## config.mk

```make
export PLATFORM = sky130hd
export DESIGN_NAME = tl_ul_buffer_param
export DESIGN_NICKNAME = d
export VERILOG_FILES = /design/src/rtl/tl_ul_pkg.sv /design/src/rtl/tl_buf_fifo.sv /design/src/rtl/tl_ul_buffer_param.sv
export SDC_FILE = /design/constraint.sdc
export NUM_CORES = 1
export LEC_CHECK = 0
export ABC_AREA = 1
export BUFFER_PORTS_ARGS = -buffer_cell sky130_fd_sc_hd__buf_2
export CAP_MARGIN = 0
export CORE_MARGIN = 3
export CORE_UTILIZATION = 36
export CTS_CLUSTER_SIZE = 8
export DETAILED_ROUTE_END_ITERATION = 10
export PLACE_DENSITY = 0.7
export SYNTH_ARGS = -nofsm -noshare
export SYNTH_HDL_FRONTEND = slang
export SYNTH_SLANG_ARGS = --single-unit
```

## constraint.sdc

```tcl
create_clock -name clock -period 7.3 [get_ports clock]
set_clock_uncertainty 0.1 [all_clocks]
set_input_delay 0.365 -clock clock [delete_from_list [all_inputs] [get_ports clock]]
set_output_delay 0.365 -clock clock [all_outputs]
set_load 0.02 [all_outputs]
```

## src/rtl/tl_ul_pkg.sv

```systemverilog
// TileLink-UL shared definitions: opcodes, default-width beat structs, width helpers.
package tl_ul_pkg;

  localparam logic [2:0] OP_PUT_FULL        = 3'd0;
  localparam logic [2:0] OP_PUT_PARTIAL     = 3'd1;
  localparam logic [2:0] OP_GET             = 3'd4;
  localparam logic [2:0] OP_ACCESS_ACK      = 3'd0;
  localparam logic [2:0] OP_ACCESS_ACK_DATA = 3'd1;

  localparam int TL_SOURCE_W = 3;
  localparam int TL_ADDR_W   = 31;
  localparam int TL_DATA_W   = 64;

  // Default-width beats; blocks with other widths build their own from params.
  typedef struct packed {
    logic [2:0]               opcode;
    logic [1:0]               size;
    logic [TL_SOURCE_W-1:0]   source;
    logic [TL_ADDR_W-1:0]     address;
    logic [TL_DATA_W/8-1:0]   mask;
    logic [TL_DATA_W-1:0]     data;
  } tlA_t;

  typedef struct packed {
    logic [2:0]             opcode;
    logic [1:0]             size;
    logic [TL_SOURCE_W-1:0] source;
    logic [TL_DATA_W-1:0]   data;
  } tlD_t;

  // Occupancy counter width; a zero-depth queue still gets a 1-bit (tied) count.
  function automatic int cntW(input int depth);
    return (depth < 1) ? 1 : $clog2(depth + 1);
  endfunction

  // Outstanding-request counter width, never narrower than 4 bits.
  function automatic int infW(input int maxInflight);
    int w;
    w = $clog2(maxInflight + 1);
    return (w < 4) ? 4 : w;
  endfunction

endpackage

```

## src/rtl/tl_buf_fifo.sv

```systemverilog
// Valid/ready queue with optional flow-through (empty bypass) and pipe (enq while full+deq).
module tl_buf_fifo
  import tl_ul_pkg::*;
#(
  parameter int DEPTH = 2,
  parameter int WIDTH = 8,
  parameter bit FLOW  = 1'b0,
  parameter bit PIPE  = 1'b0
) (
  input  logic                     clock,
  input  logic                     reset,
  input  logic                     enqValid,
  output logic                     enqReady,
  input  logic [WIDTH-1:0]         enqData,
  output logic                     deqValid,
  input  logic                     deqReady,
  output logic [WIDTH-1:0]         deqData,
  output logic [cntW(DEPTH)-1:0]   count
);

  if (DEPTH == 0) begin : gPass
    // No storage: handshake and payload wired straight through.
    assign deqValid = enqValid;
    assign enqReady = deqReady;
    assign deqData  = enqData;
    assign count    = '0;
  end else begin : gQueue
    localparam int PW = (DEPTH < 2) ? 1 : $clog2(DEPTH);
    localparam int CW = cntW(DEPTH);

    logic [WIDTH-1:0] mem [DEPTH];
    logic [PW-1:0]    rdPtr, wrPtr;
    logic [CW-1:0]    cnt;
    logic             empty, full, doWrite, doRead;

    function automatic logic [PW-1:0] nextPtr(input logic [PW-1:0] p);
      return (p == PW'(DEPTH - 1)) ? '0 : p + 1'b1;
    endfunction

    assign empty    = (cnt == '0);
    assign full     = (cnt == CW'(DEPTH));
    assign enqReady = !full || (PIPE && deqReady);
    assign deqValid = !empty || (FLOW && enqValid);
    assign deqData  = empty ? enqData : mem[rdPtr];
    // A flow-through beat consumed the same cycle never touches storage.
    assign doWrite  = enqValid && enqReady && !(FLOW && empty && deqReady);
    assign doRead   = deqValid && deqReady && !empty;
    assign count    = cnt;

    // Pointers and occupancy.
    always_ff @(posedge clock or negedge reset) begin
      if (!reset) begin
        rdPtr <= '0;
        wrPtr <= '0;
        cnt   <= '0;
      end else begin
        if (doWrite) wrPtr <= nextPtr(wrPtr);
        if (doRead)  rdPtr <= nextPtr(rdPtr);
        cnt <= cnt + CW'(doWrite) - CW'(doRead);
      end
    end

    // Payload storage; contents are don't-care until written.
    always_ff @(posedge clock) begin
      if (doWrite) mem[wrPtr] <= enqData;
    end
  end

endmodule

```

## src/rtl/tl_ul_buffer_param.sv

```systemverilog
// TileLink-UL A/D buffer: one queue per channel, outstanding-request limiter, status flags.
module tl_ul_buffer_param
  import tl_ul_pkg::*;
#(
  parameter int A_DEPTH      = 2,
  parameter int D_DEPTH      = 2,
  parameter bit A_FLOW       = 1'b0,
  parameter bit A_PIPE       = 1'b0,
  parameter bit D_FLOW       = 1'b0,
  parameter bit D_PIPE       = 1'b0,
  parameter int SOURCE_W     = 3,
  parameter int ADDR_W       = 31,
  parameter int DATA_W       = 64,
  parameter int MAX_INFLIGHT = 4
) (
  input  logic                               clock,
  input  logic                               reset,
  input  logic                               in_a_valid,
  output logic                               in_a_ready,
  input  logic [2:0]                         in_a_opcode,
  input  logic [1:0]                         in_a_size,
  input  logic [SOURCE_W-1:0]                in_a_source,
  input  logic [ADDR_W-1:0]                  in_a_address,
  input  logic [DATA_W/8-1:0]                in_a_mask,
  input  logic [DATA_W-1:0]                  in_a_data,
  output logic                               in_d_valid,
  input  logic                               in_d_ready,
  output logic [2:0]                         in_d_opcode,
  output logic [1:0]                         in_d_size,
  output logic [SOURCE_W-1:0]                in_d_source,
  output logic [DATA_W-1:0]                  in_d_data,
  output logic                               out_a_valid,
  input  logic                               out_a_ready,
  output logic [2:0]                         out_a_opcode,
  output logic [1:0]                         out_a_size,
  output logic [SOURCE_W-1:0]                out_a_source,
  output logic [ADDR_W-1:0]                  out_a_address,
  output logic [DATA_W/8-1:0]                out_a_mask,
  output logic [DATA_W-1:0]                  out_a_data,
  input  logic                               out_d_valid,
  output logic                               out_d_ready,
  input  logic [2:0]                         out_d_opcode,
  input  logic [1:0]                         out_d_size,
  input  logic [SOURCE_W-1:0]                out_d_source,
  input  logic [DATA_W-1:0]                  out_d_data,
  output logic [cntW(A_DEPTH)-1:0]           a_count,
  output logic [cntW(D_DEPTH)-1:0]           d_count,
  output logic [infW(MAX_INFLIGHT)-1:0]      inflight,
  output logic                               idle,
  output logic                               err_unexpected_d
);

  localparam int IW = infW(MAX_INFLIGHT);

  typedef struct packed {
    logic [2:0]            opcode;
    logic [1:0]            size;
    logic [SOURCE_W-1:0]   source;
    logic [ADDR_W-1:0]     address;
    logic [DATA_W/8-1:0]   mask;
    logic [DATA_W-1:0]     data;
  } aBeat_t;

  typedef struct packed {
    logic [2:0]          opcode;
    logic [1:0]          size;
    logic [SOURCE_W-1:0] source;
    logic [DATA_W-1:0]   data;
  } dBeat_t;

  aBeat_t aIn, aOut;
  dBeat_t dIn, dOut;
  logic   limitOk, aEnqValid, aEnqReady, aFire, dFire;

  assign aIn = '{opcode: in_a_opcode, size: in_a_size, source: in_a_source,
                 address: in_a_address, mask: in_a_mask, data: in_a_data};
  assign dIn = '{opcode: out_d_opcode, size: out_d_size, source: out_d_source,
                 data: out_d_data};

  // Limiter only looks at registered inflight, so D never reaches in_a_ready combinationally.
  assign limitOk    = (MAX_INFLIGHT == 0) || (inflight < IW'(MAX_INFLIGHT));
  assign aEnqValid  = in_a_valid && limitOk;
  assign in_a_ready = aEnqReady && limitOk;
  assign aFire      = in_a_valid && in_a_ready;
  assign dFire      = in_d_valid && in_d_ready;

  tl_buf_fifo #(.DEPTH(A_DEPTH), .WIDTH($bits(aBeat_t)), .FLOW(A_FLOW), .PIPE(A_PIPE)) uAFifo (
    .clock    (clock),
    .reset    (reset),
    .enqValid (aEnqValid),
    .enqReady (aEnqReady),
    .enqData  (aIn),
    .deqValid (out_a_valid),
    .deqReady (out_a_ready),
    .deqData  (aOut),
    .count    (a_count)
  );

  tl_buf_fifo #(.DEPTH(D_DEPTH), .WIDTH($bits(dBeat_t)), .FLOW(D_FLOW), .PIPE(D_PIPE)) uDFifo (
    .clock    (clock),
    .reset    (reset),
    .enqValid (out_d_valid),
    .enqReady (out_d_ready),
    .enqData  (dIn),
    .deqValid (in_d_valid),
    .deqReady (in_d_ready),
    .deqData  (dOut),
    .count    (d_count)
  );

  assign out_a_opcode  = aOut.opcode;
  assign out_a_size    = aOut.size;
  assign out_a_source  = aOut.source;
  assign out_a_address = aOut.address;
  assign out_a_mask    = aOut.mask;
  assign out_a_data    = aOut.data;
  assign in_d_opcode   = dOut.opcode;
  assign in_d_size     = dOut.size;
  assign in_d_source   = dOut.source;
  assign in_d_data     = dOut.data;

  // Outstanding count (floor 0, ceiling all-ones) and sticky unexpected-D flag.
  always_ff @(posedge clock or negedge reset) begin
    if (!reset) begin
      inflight         <= '0;
      err_unexpected_d <= 1'b0;
    end else begin
      if (aFire && !dFire && inflight != '1)
        inflight <= inflight + 1'b1;
      else if (dFire && !aFire && inflight != '0)
        inflight <= inflight - 1'b1;
      if (dFire && inflight == '0)
        err_unexpected_d <= 1'b1;
    end
  end

  assign idle = (a_count == '0) && (d_count == '0) && (inflight == '0);

endmodule

```

### Yosys cells after proc, flatten, opt, wreduce, memory -nomap -nowiden

Memory sizes are Yosys's and may differ from the RTL's.
Index checks and enable logic that the tools add are counted.

* order comparisons: 1
* muxes and demuxes: 12
* equality and inequality tests: 3
* reduce and logical (&&, ||, !) cells: 27
* add/sub/neg operators: 10

Operators by type and width (count)
* 2-to-1 mux 111 bit: 1
* 2-to-1 mux 72 bit: 1
* logical AND 1 bit: 16
* 2-to-1 mux 1 bit: 8
* 2-to-1 mux 4 bit: 2
* logical NOT 1 bit: 6
* adder 1 bit (second input constant): 4
* adder 2 x 1 -> 2 bit: 2
* adder 4 x 1 -> 4 bit (second input constant): 1
* equality test 2 bit (second input constant): 2
* logical NOT 2 bit: 2
* logical NOT 4 bit: 1
* < comparator 4 x 3 -> 1 bit (second input constant): 1
* != test 4 bit (second input constant): 1
* nonzero test 4 bit: 1
* subtractor 2 x 1 -> 2 bit: 2
* subtractor 4 x 1 -> 4 bit (second input constant): 1
* nonzero test 2 bit: 1

* memory bits (writable): 366
* output and inout bits: 197
* memories: 2
* bits in registers: 13

Memories
* uAFifo.gQueue.mem: words 2, bits a word 111, read ports 1, clocked after Yosys merged registers in 0, write ports 1, RTL line tl_buf_fifo.sv:31 `logic [WIDTH-1:0] mem [DEPTH];`
* uDFifo.gQueue.mem: words 2, bits a word 72, read ports 1, clocked after Yosys merged registers in 0, write ports 1, RTL line tl_buf_fifo.sv:31

### Longest topological paths before layout

Gate-level depths: netlist of the first run.

* word-level depth: 9
* depth in mapped cells: 14
* depth with buffers taken out: 14

### By module

Synthesis of the first run repeated with hierarchy kept, for this count alone.

* cells, all modules: 1472
* area total of the unflattened synthesis: 16233.1 um2

Modules (own cells, without submodules)
* tl_buf_fifo (uAFifo): area an instance 9536.6 um2, cells each 857, instances 1, seq. area each 6766.5 um2
* tl_buf_fifo (uDFifo): area an instance 6292.3 um2, cells each 566, instances 1, seq. area each 4424.2 um2
* tl_ul_buffer_param: area an instance 404.1 um2, cells each 49, instances 1, seq. area each 125.1 um2

### Least setup slack after synthesis of the first run

Ideal clock, no wire load.

* path kind: register to register
* start: register inflight[3]
* end: memory uAFifo.gQueue.mem[0][0] in the netlist's numbering (enable)
* required time: 6617 ps
* setup slack: 1137 ps
* data arrival time: 5481 ps
* stages on the path, launching flop included: 4
* path buffers: 0
* cell sequence: dfrtp_1 > nor2_2 > nand3_2 > nor2_1

* cells in the longest elaborated chain, start to end: 5

RTL lines
* from (decl): RTL line tl_ul_buffer_param.sv:48 `output logic [infW(MAX_INFLIGHT)-1:0] inflight,`
* from (signal assigned): RTL line tl_ul_buffer_param.sv:129 `inflight <= inflight + 1'b1;`
* from (signal assigned): RTL line tl_ul_buffer_param.sv:131 `inflight <= inflight - 1'b1;`
* < comparator 4 x 3 -> 1 bit: RTL line tl_ul_buffer_param.sv:81 `assign limitOk = (MAX_INFLIGHT == 0) || (inflight < IW'(MAX_INFLIGHT));`
* logical AND 1 bit: RTL line tl_ul_buffer_param.sv:82 `assign aEnqValid = in_a_valid && limitOk;`
* logical AND 1 bit: RTL line tl_buf_fifo.sv:46 `assign doWrite = enqValid && enqReady && !(FLOW && empty && deqReady);`
* 2-to-1 mux 1 bit: RTL line tl_buf_fifo.sv:65 `if (doWrite) mem[wrPtr] <= enqData;`
* 2-to-1 mux 1 bit (implied by the code): RTL line tl_buf_fifo.sv:65
* to (decl): RTL line tl_buf_fifo.sv:31

Every way passes these cells.

### Worst setup path in the final report of the first run

* start: register uAFifo.gQueue.cnt[1], in the netlist uAFifo.count[1]
* end: output port out_a_data[50]

* cells in the longest elaborated chain, start to end: 2

RTL lines
* from (decl): RTL line tl_buf_fifo.sv:33 `logic [CW-1:0] cnt;`
* from (signal assigned): RTL line tl_buf_fifo.sv:59 `cnt <= cnt + CW'(doWrite) - CW'(doRead);`
* logical NOT 2 bit: RTL line tl_buf_fifo.sv:40 `assign empty = (cnt == '0);`
* 2-to-1 mux 111 bit: RTL line tl_buf_fifo.sv:44 `assign deqData = empty ? enqData : mem[rdPtr];`
* to (decl): RTL line tl_ul_buffer_param.sv:39 `output logic [DATA_W-1:0] out_a_data,`

Every way passes these cells.

==> run metrics, run 1 <==
RSZ-0062 raised after global routing false; R2R Path End uAFifo.gQueue.mem[0][52]$_DFFE_PP_; cell area after synthesis 15,700 sq um; r2r worst-path depth 5; Setup TNS 0 ps; I/O Pins 386; post-synthesis compound-gate area fraction 0.117; Bufs on Longest Clock Path 3; layout cells sized above 1 0.248; commonest cells in the netlist edfxtp_1, nand2_1, a21oi_1, nor2_1, o21ai_0; grt peak-use layer met2; Die Area 46,100 sq um; initial core utilization 0.369; die height 215 um; Area Growth Syn to Fin 35.9%; multiplexer share of the synthesized area 0; Clock transition at path regs 50 ps; post-synthesis xor/xnor area fraction 0.00447; clock insertion delay at the later pin of the skew report 560 ps; main combinational cell family by area after synthesis compound AO/OA/AOI/OAI gates; Fmax 0.274 GHz; CP Max Fanout 90; CTS Buf Count 53; # DRC 0; met1 Resource Use GR 0.205; synth unique cells 25; post-CTS sizing 0; worst rel slew slack 0.263; CTS Root Cell clkbuf_16; Post-synth EDFFs 366; Buffers on Ports 385; CTS tree done; Site Rows 75; top-area cell type share of the netlist area 0.701; final wirelength 42,500 um; final core occ 0.501; final hold vios 0; worst slew pin tran 1110 ps; register area share after synthesis 0.721; fin crit share 0.500; Final ANT Viol Nets 0; PD cells 445 nW/um^2; LEAKAGE 8.45 nW; max-slew violation count 0; most frequent cell after synthesis edfxtp_1; dominant cell type by area after synthesis edfxtp_1; total number of vias 12.1k; CTS sink count 379; GR Util met2 0.309; finished layout cell area 21,300 sq um; dpl cells 2,236; status complete, no violations; DRT iter0 DRCs 857; CP Capture Type output port; top cells by area, synth edfxtp_1, a21oi_1, nand2_1; DPL Wire Length 25,100 um; Worst Setup EP out_a_data[50]; non-filler cells, final 2,493; CP Class reg -> out; final net count 2,095; H-Tree Depth 2; YS warnings 0; simple-gate share of the synthesized area 0.101; Post-Syn Nets 1,538; Hold Crit Class in -> async; DIE WIDTH 215 um; synthesized area per cell 11.7 sq um; adder-cell share of the synthesized area 0.00606; CP required 6840 ps; FF-to-FF Start inflight[3]$_DFFE_PN0P_; total core area 42,500 sq um; Setup violations, final 0; routing usage on met3 0.0290; Peak VDD IR 358 uV; Area after DPL 18,000 sq um; Vias/cell 4.84; R2R Setup Slk 4250 ps; Tot GR Track Use 0.175; max cap viols 0; Placer Congestion 0.818; Startpoint Class register; CP Data Arrival Time 3190 ps; #FFs+latches synth 379; drt pass-1 iters 5; Syn Inst Count 1,342; Setup crit start uAFifo.count[1]$_DFF_PN0_; initial antenna violation count 5; grt ovf 0; largest net degree at the start of global routing 108; minimum clock period 3650 ps; routed len/inst 17.0 um; Post-synth ARST share 0.0343; vias in the first global route 12.2k; first-pass GRT wire length 65,500 um; Synth Flop Type edfxtp_1
==> cell usage in the layout, fill, tap and decap left out, types with 2 or more instances in the layout <==
cell / n
o21ai_1: 49
o21ai_0: 95
nand3_1: 5
dlygate4sd3_1: 185
clkbuf_1: 10
nor2_4: 6
inv_2: 2
nor2_2: 2
edfxtp_1: 366
nand2_2: 2
buf_2: 385
xor2_1: 4
clkinv_2: 2
nand2_1: 274
xnor2_1: 4
buf_4: 12
inv_1: 88
a21oi_1: 222
dfrtp_4: 2
nor3_1: 2
ha_1: 6
clkbuf_16: 53
clkinv_8: 2
dfrtp_1: 11
nor2_1: 116
diode_2: 5
==> routing by layer <==
| metal | routed length [um] | share of wire |
|---|---|---|
| met2 | 22000 | 0.52 |
| met5 | 0 | 0 |
| met4 | 2030 | 0.048 |
| met3 | 2060 | 0.049 |
| met1 | 16300 | 0.38 |
==> worst max-delay path, stage by stage (launching register included) <==
cell	delay [ps]
dfrtp_1	440
nor2_4	520
clkinv_2	500
buf_4	530
nor2_1	280
a21oi_1	70
buf_2	170
==> kinds of logic (layout without fill, tap and decap cells) <==
kind of cell | after synthesis | count (layout)
XOR/XNOR | 8 | 8
AO/OA/AOI/OAI | 367 | 367
flip-flops | 379 | 379
adder cells (fa/ha/maj) | 7 | 7
AND/OR/NAND/NOR | 409 | 409
buffers and inverters | 172 | 741
other | 0 | 5
==> worst min path at each step <==
stage / from / endpoint / depth (start not counted)
after CTS: reset / err_unexpected_d$_DFFE_PN0P_ / 2
after global placement: reset / uAFifo.count[1]$_DFF_PN0_ / 1
after global routing: reset / err_unexpected_d$_DFFE_PN0P_ / 2
after detailed placement: reset / uAFifo.count[0]$_DFF_PN0_ / 1
final: reset / err_unexpected_d$_DFFE_PN0P_ / 2
after floorplan: reset / err_unexpected_d$_DFFE_PN0P_ / 0
==> power by group <==
group | internal, W | leakage [nW] | switching, W
combinational | 0.00124 | 4.26 | 0.00301
sequential | 0.00290 | 3.51 | 0.000183
clock | 0.00129 | 0.683 | 0.000848
total | 0.00543 | 8.45 | 0.00404
==> registers in the layout, summed over array words and instances, names as in the netlist <==
register	cells
uAFifo.gQueue.wrPtr	1
uDFifo.count	2
uDFifo.gQueue.wrPtr	1
uAFifo.count	2
inflight	4
uDFifo.gQueue.rdPtr	1
uAFifo.gQueue.mem	222
err_unexpected_d	1
uAFifo.gQueue.rdPtr	1
uDFifo.gQueue.mem	144
==> area by class of cell <==
| cell class | instances | area (sq um) |
|---|---|---|
| fill | 3625 | 21200 |
| sequential | 379 | 11300 |
| timing repair buffer | 582 | 3870 |
| multi-input combinational | 791 | 3630 |
| clock buffer | 63 | 1360 |
| tap | 577 | 722 |
| inverter | 92 | 348 |
| clock inverter | 4 | 48.8 |
| antenna | 5 | 12.5 |
==> stage by stage <==
step	setup slack [ps]	total power [W]	hold WS, ps
2_1_floorplan	1140	0.00593	-30.6
3_3_place_gp	4240	0.00723	174
3_5_place_dp	4230	0.00728	172
4_1_cts	3680	0.00954	69.6
5_1_grt	3460	0.0100	120
6_report	3650	0.00948	112
==> repair_timing <==
action	4_1_cts	5_1_grt
endpoints found under the hold margin	380	0
buffers inserted	0	0
hold buffers	185	0
endpoints found under the setup margin	0	0
Power figures use the tool's default switching activity.
==> run 2, diff against run 1 <==
clock period = 3.6 ns   (was 7.3 ns; I/O delays follow)
==> run 2 against run 1 <==
Register-to-register slack got worse by 2900 ps. Final area rose by 1.8%. Count of clock-buffer cells in the layout rose by 12. Sequential power rose by 110%. Sequential share of layout area fell by 0.94 points. Sequential cell count did not move.
==> run metrics, run 2 (synthesis gave the netlist of run 1 again) <==
status complete, no violations; CTS Root Cell clkbuf_16; die height 215 um; H-Tree Depth 2; crit-path cells buf_4, o21ai_0, o21ai_1, buf_2; Peak VDD IR 591 uV; non-filler cells, final 2,520; number of flip-flops under the largest register name 222; buffer and inverter count on the worst path 2; power share of the clock group 0.232; final net count 2,113; Area Growth Syn to Fin 38.3%; most common cell after layout, fill and taps aside buf_2; # DRC 0; DRT iter0 DRCs 1,094; R2R Path End uAFifo.gQueue.mem[0][101]$_DFFE_PP_; fin worst setup slack 649 ps; initial core utilization 0.369; first-pass GRT wire length 69,100 um; most frequent cells in the layout buf_2, edfxtp_1, nand2_1, a21oi_1, dlygate4sd3_1; FF-to-FF Start inflight[3]$_DFFE_PN0P_; Setup violations, final 0; final core occ 0.510; sequential cell fraction of total power 0.321; DPL Wire Length 26,900 um; Worst path top cell family by delay flip-flops; Clock transition at path regs 50 ps; DIE WIDTH 215 um; CTS tree done; LEAKAGE 8.62 nW; Hold Crit Class in -> reg; routed len/inst 17.6 um; CP required 3320 ps; Gate power share 0.447; minimum clock period 2950 ps; Regs by FF count uAFifo.gQueue.mem: 222 flops, uDFifo.gQueue.mem: 144 flops, inflight: 4 flops; Biggest register uAFifo.gQueue.mem; Buffers on Ports 385; Bufs on Longest Clock Path 3; CP Data Arrival Time 2670 ps; initial antenna violation count 1; fin crit share 0.820; total number of vias 12.3k; PD cells 908 nW/um^2; Tot GR Track Use 0.185; drt pass-1 iters 6; Worst Hold Depth 2; CP Max Fanout 116; CTS Buf Count 53; RSZ-0062 raised after global routing false; r2r worst-path depth 4; worst slew pin tran 1070 ps; NetSw 0.00840 W; Die Area 46,100 sq um; Place WS 1280 ps; Final ANT Viol Nets 0; post-CTS sizing 0; final hold slack 231 ps; I/O Pins 386; CP max-delay cell dfrtp_4; Sw Share 0.426; Startpoint Class register; max-slew violation count 0; Setup TNS 0 ps; Crit path depth 4; WHS Endpoint uAFifo.gQueue.mem[1][22]$_DFFE_PP_; max cap viols 0; clock insertion delay at the later pin of the skew report 590 ps; final wirelength 44,400 um; dpl cells 2,250; Hold Startpoint in_a_data[22]; Vias/cell 4.87; Site Rows 75; vias in the first global route 12.5k; R2R Setup Slk 1310 ps; CP Capture Type output port; CTS sink count 379; worst rel slew slack 0.288; Fmax 0.339 GHz; cell internal pwr 0.0113 W; Crit path largest cell delay 1090 ps; layout cells sized above 1 0.251; final hold vios 0; largest net degree at the start of global routing 117; grt ovf 0; Placer Congestion 0.879; CP Class reg -> out; total core area 42,500 sq um
## run 2: cell types whose count changed in the layout (fill, tap and decap cells not counted), sizes merged
| cell | delta |
|---|---|
| clkbuf | +12 |
| clkinvlp | -1 |
| diode | -3 |
| bufinv | +1 |
| buf | +14 |
| dlygate4sd3 | +4 |
## run 2: what timing repair did
item	4_1_cts	5_1_grt
buffers inserted	0	0
endpoints found under the hold margin	385	0
hold buffers	189	0
## run 2: how the worst max path moves through the flow
stage	start	to	slack (ps)
detailed placement	uDFifo.gQueue.rdPtr$_DFFE_PN0P_	in_d_data[24]	1280
floorplan	uDFifo.count[0]$_DFF_PN0_	uDFifo.gQueue.mem[1][0]$_DFFE_PP_	310
CTS	uDFifo.gQueue.rdPtr$_DFFE_PN0P_	in_d_data[24]	650
global route	uDFifo.gQueue.rdPtr$_DFFE_PN0P_	in_d_data[35]	470
global placement	uAFifo.gQueue.rdPtr$_DFFE_PN0P_	out_a_address[1]	1280
finish	uDFifo.gQueue.rdPtr$_DFFE_PN0P_	in_d_data[35]	650
## run 2: final cells by class
type | count | area [sq um]
antenna | 2 | 5.00
clock buffer | 75 | 1410
multi-input combinational | 791 | 3630
timing repair buffer | 600 | 4160
sequential | 379 | 11300
fill | 3559 | 20800
clock inverter | 4 | 98.8
tap | 577 | 722
inverter | 92 | 348
## run 2: metrics by stage
step | area (sq um) | power (W)
2_1_floorplan | 15700 | 0.0120
3_3_place_gp | 18300 | 0.0148
3_5_place_dp | 18300 | 0.0150
4_1_cts | 21700 | 0.0198
5_1_grt | 21700 | 0.0208
6_report | 21700 | 0.0197
## run 2: metal layers
layer  global-route usage  part of all wire  wire length, um  vias up
li1                     -                 -                -     5809
met1                0.218              0.38            17000     5794
met2                0.322              0.51            22700      528
met3               0.0342             0.057             2550      138
met4               0.0976             0.048             2140        0
met5                    0                 0                0        -
## run 2: worst reg2reg max path, stage by stage, from the launching register on
cell and delay [ps]:
dfrtp_1 430, nor2_2 200, nand3_2 260, nor2_4 640, buf_12 300
## run 2: power by group through the flow
stage,Combinational (W),Clock [W],Sequential [W]
2_1_floorplan,0.00574,0,0.00623
3_5_place_dp,0.00857,0,0.00640
5_1_grt,0.00948,0.00487,0.00641
4_1_cts,0.00877,0.00467,0.00632
3_3_place_gp,0.00849,0,0.00636
6_report,0.00881,0.00456,0.00632
==> run 3, diff against run 2 <==
PLACE_DENSITY = 0.72   (was 0.7)
clock period = 2.5 ns   (was 3.6 ns; I/O delays follow)
==> run 3 against run 2 <==
Register-to-register slack got worse by 1100 ps. Clock power increased by 39%. Final area increased by 1.1%. Count of clock-buffer cells in the layout decreased by 11. Critical path depth increased by 4. Sequential cell count unchanged. Total power increased by 48%. Sequential share of layout area decreased by 0.57 points. Routed wire length increased by 3.2%. Largest power group unchanged.
==> run metrics, run 3 (synthesis gave the netlist of run 1 again) <==
total number of vias 12.7k; CP required 2280 ps; Worst Hold Depth 2; DRT iter0 DRCs 1,079; Setup crit start uAFifo.count[1]$_DFF_PN0_; Site Rows 75; Placer Congestion 0.827; finished layout cell area 21,900 sq um; initial antenna violation count 0; Setup violations, final 0; Gate power share 0.477; minimum clock period 2470 ps; sequential cell fraction of total power 0.306; most frequent cells in the layout buf_2, edfxtp_1, nand2_1, a21oi_1, dlygate4sd3_1; worst slew pin tran 663 ps; layout cells sized above 1 0.261; Sw Share 0.427; CTS Root Cell clkbuf_16; first-pass GRT wire length 69,100 um; power share of the clock group 0.217; die height 215 um; routed len/inst 18.2 um; Vias/cell 5.02; Buffers on Ports 385; Final ANT Viol Nets 0; CTS sink count 379; Clock transition at path regs 50 ps; number of flip-flops under the largest register name 222; I/O Pins 386; initial core utilization 0.369; CTS Buf Count 53; worst rel slew slack 0.556; Startpoint Class register; status complete, no violations; fin worst setup slack 30.8 ps; n_diodes 0; FF-to-FF Start uDFifo.count[0]$_DFF_PN0_; final hold vios 0; CP Max Fanout 12; cell internal pwr 0.0167 W; DIE WIDTH 215 um; DPL Wire Length 25,800 um; NetSw 0.0124 W; Regs by FF count uAFifo.gQueue.mem: 222 flops, uDFifo.gQueue.mem: 144 flops, inflight: 4 flops; LEAKAGE 8.75 nW; Die Area 46,100 sq um; H-Tree Depth 2; PD cells 1330 nW/um^2; Area after DPL 18,400 sq um; max cap viols 0; Bufs on Longest Clock Path 3; final wirelength 45,800 um; r2r worst-path depth 14; CP Class reg -> out; largest net degree at the start of global routing 112; max-slew violation count 0; fin crit share 0.988; drt pass-1 iters 5; Place WS 157 ps; Fmax 0.405 GHz; vias in the first global route 12.5k; Biggest register uAFifo.gQueue.mem; most common cell after layout, fill and taps aside buf_2; clock insertion delay at the later pin of the skew report 570 ps; Hold Crit Class in -> reg; grt ovf 0; CP Capture Type output port; final core occ 0.516; Peak VDD IR 862 uV; CP Data Arrival Time 2240 ps; # DRC 0; final net count 2,127; total core area 42,500 sq um; Area Growth Syn to Fin 39.9%; Hold Startpoint in_a_data[11]; CTS tree done; Tot GR Track Use 0.185
## run 3: changes by cell type in the layout (fill, tap and decap cells not counted), sizes merged
cell | previous run | this run
bufbuf | 0 | 1
clkbuf | 75 | 67
diode | 2 | 0
bufinv | 1 | 0
buf | 411 | 421
clkinv | 4 | 3
inv | 91 | 92
## run 3: worst max-delay path: stages, from the launching register on
cell and delay, ps:
dfrtp_2 420, nor2_4 50, buf_12 140, inv_6 160, buf_12 190, buf_4 180
nor2_1 50, a21oi_1 240, buf_2 230
## run 3: layout make-up
cell class	instances	area (sq um)
fill	3505	20600
clock inverter	3	41.3
timing repair buffer	614	4460
sequential	379	11300
inverter	92	352
tap	577	722
clock buffer	64	1390
multi-input combinational	791	3650
## run 3: worst paths after layout
path / endpoint / slack, ps
max: out_a_source[1] / 30
min: uAFifo.gQueue.mem[0][11]$_DFFE_PP_ / 180
max reg2reg: inflight[3]$_DFFE_PN0P_ / 220
min reg2reg: err_unexpected_d$_DFFE_PN0P_ / 430
max in group asynchronous: uDFifo.gQueue.rdPtr$_DFFE_PN0P_ / 1250
min in group asynchronous: uDFifo.gQueue.wrPtr$_DFFE_PN0P_ / 560
## run 3: what timing repair did
item	CTS	global route
gates cloned	2	4
buffers inserted	1	3
hold endpoints to repair	390	0
pin swaps	1	2
resized for setup	6	8
setup endpoints to repair	2	119
hold buffers	189	0
## run 3: stage by stage
step           cells  power (W)  TNS (ps)  hold WS [ps]
2_1_floorplan   1342     0.0173   -217250          -271
6_report        2520     0.0291         0           181
4_1_cts         2513     0.0288         0           143
3_3_place_gp    2254     0.0216         0         -69.8
3_5_place_dp    2254     0.0218         0         -61.6
5_1_grt         2520     0.0306     -5.34           164
## run 3: metal layers
| metal | vias to the layer above | share of wire | track usage |
|---|---|---|---|
| met5 | - | 0 | 0 |
| met4 | 0 | 0.053 | 0.109 |
| met3 | 145 | 0.067 | 0.0288 |
| met2 | 632 | 0.51 | 0.312 |
| met1 | 6039 | 0.37 | 0.226 |
| li1 | 5843 | - | - |
## run 3: power by group through the flow
stage	registers, W	logic [W]	clock network, W
2_1_floorplan	0.00898	0.00828	0
3_3_place_gp	0.00898	0.0126	0
3_5_place_dp	0.00905	0.0127	0
4_1_cts	0.00893	0.0133	0.00651
5_1_grt	0.00902	0.0149	0.00674
6_report	0.00892	0.0139	0.00633
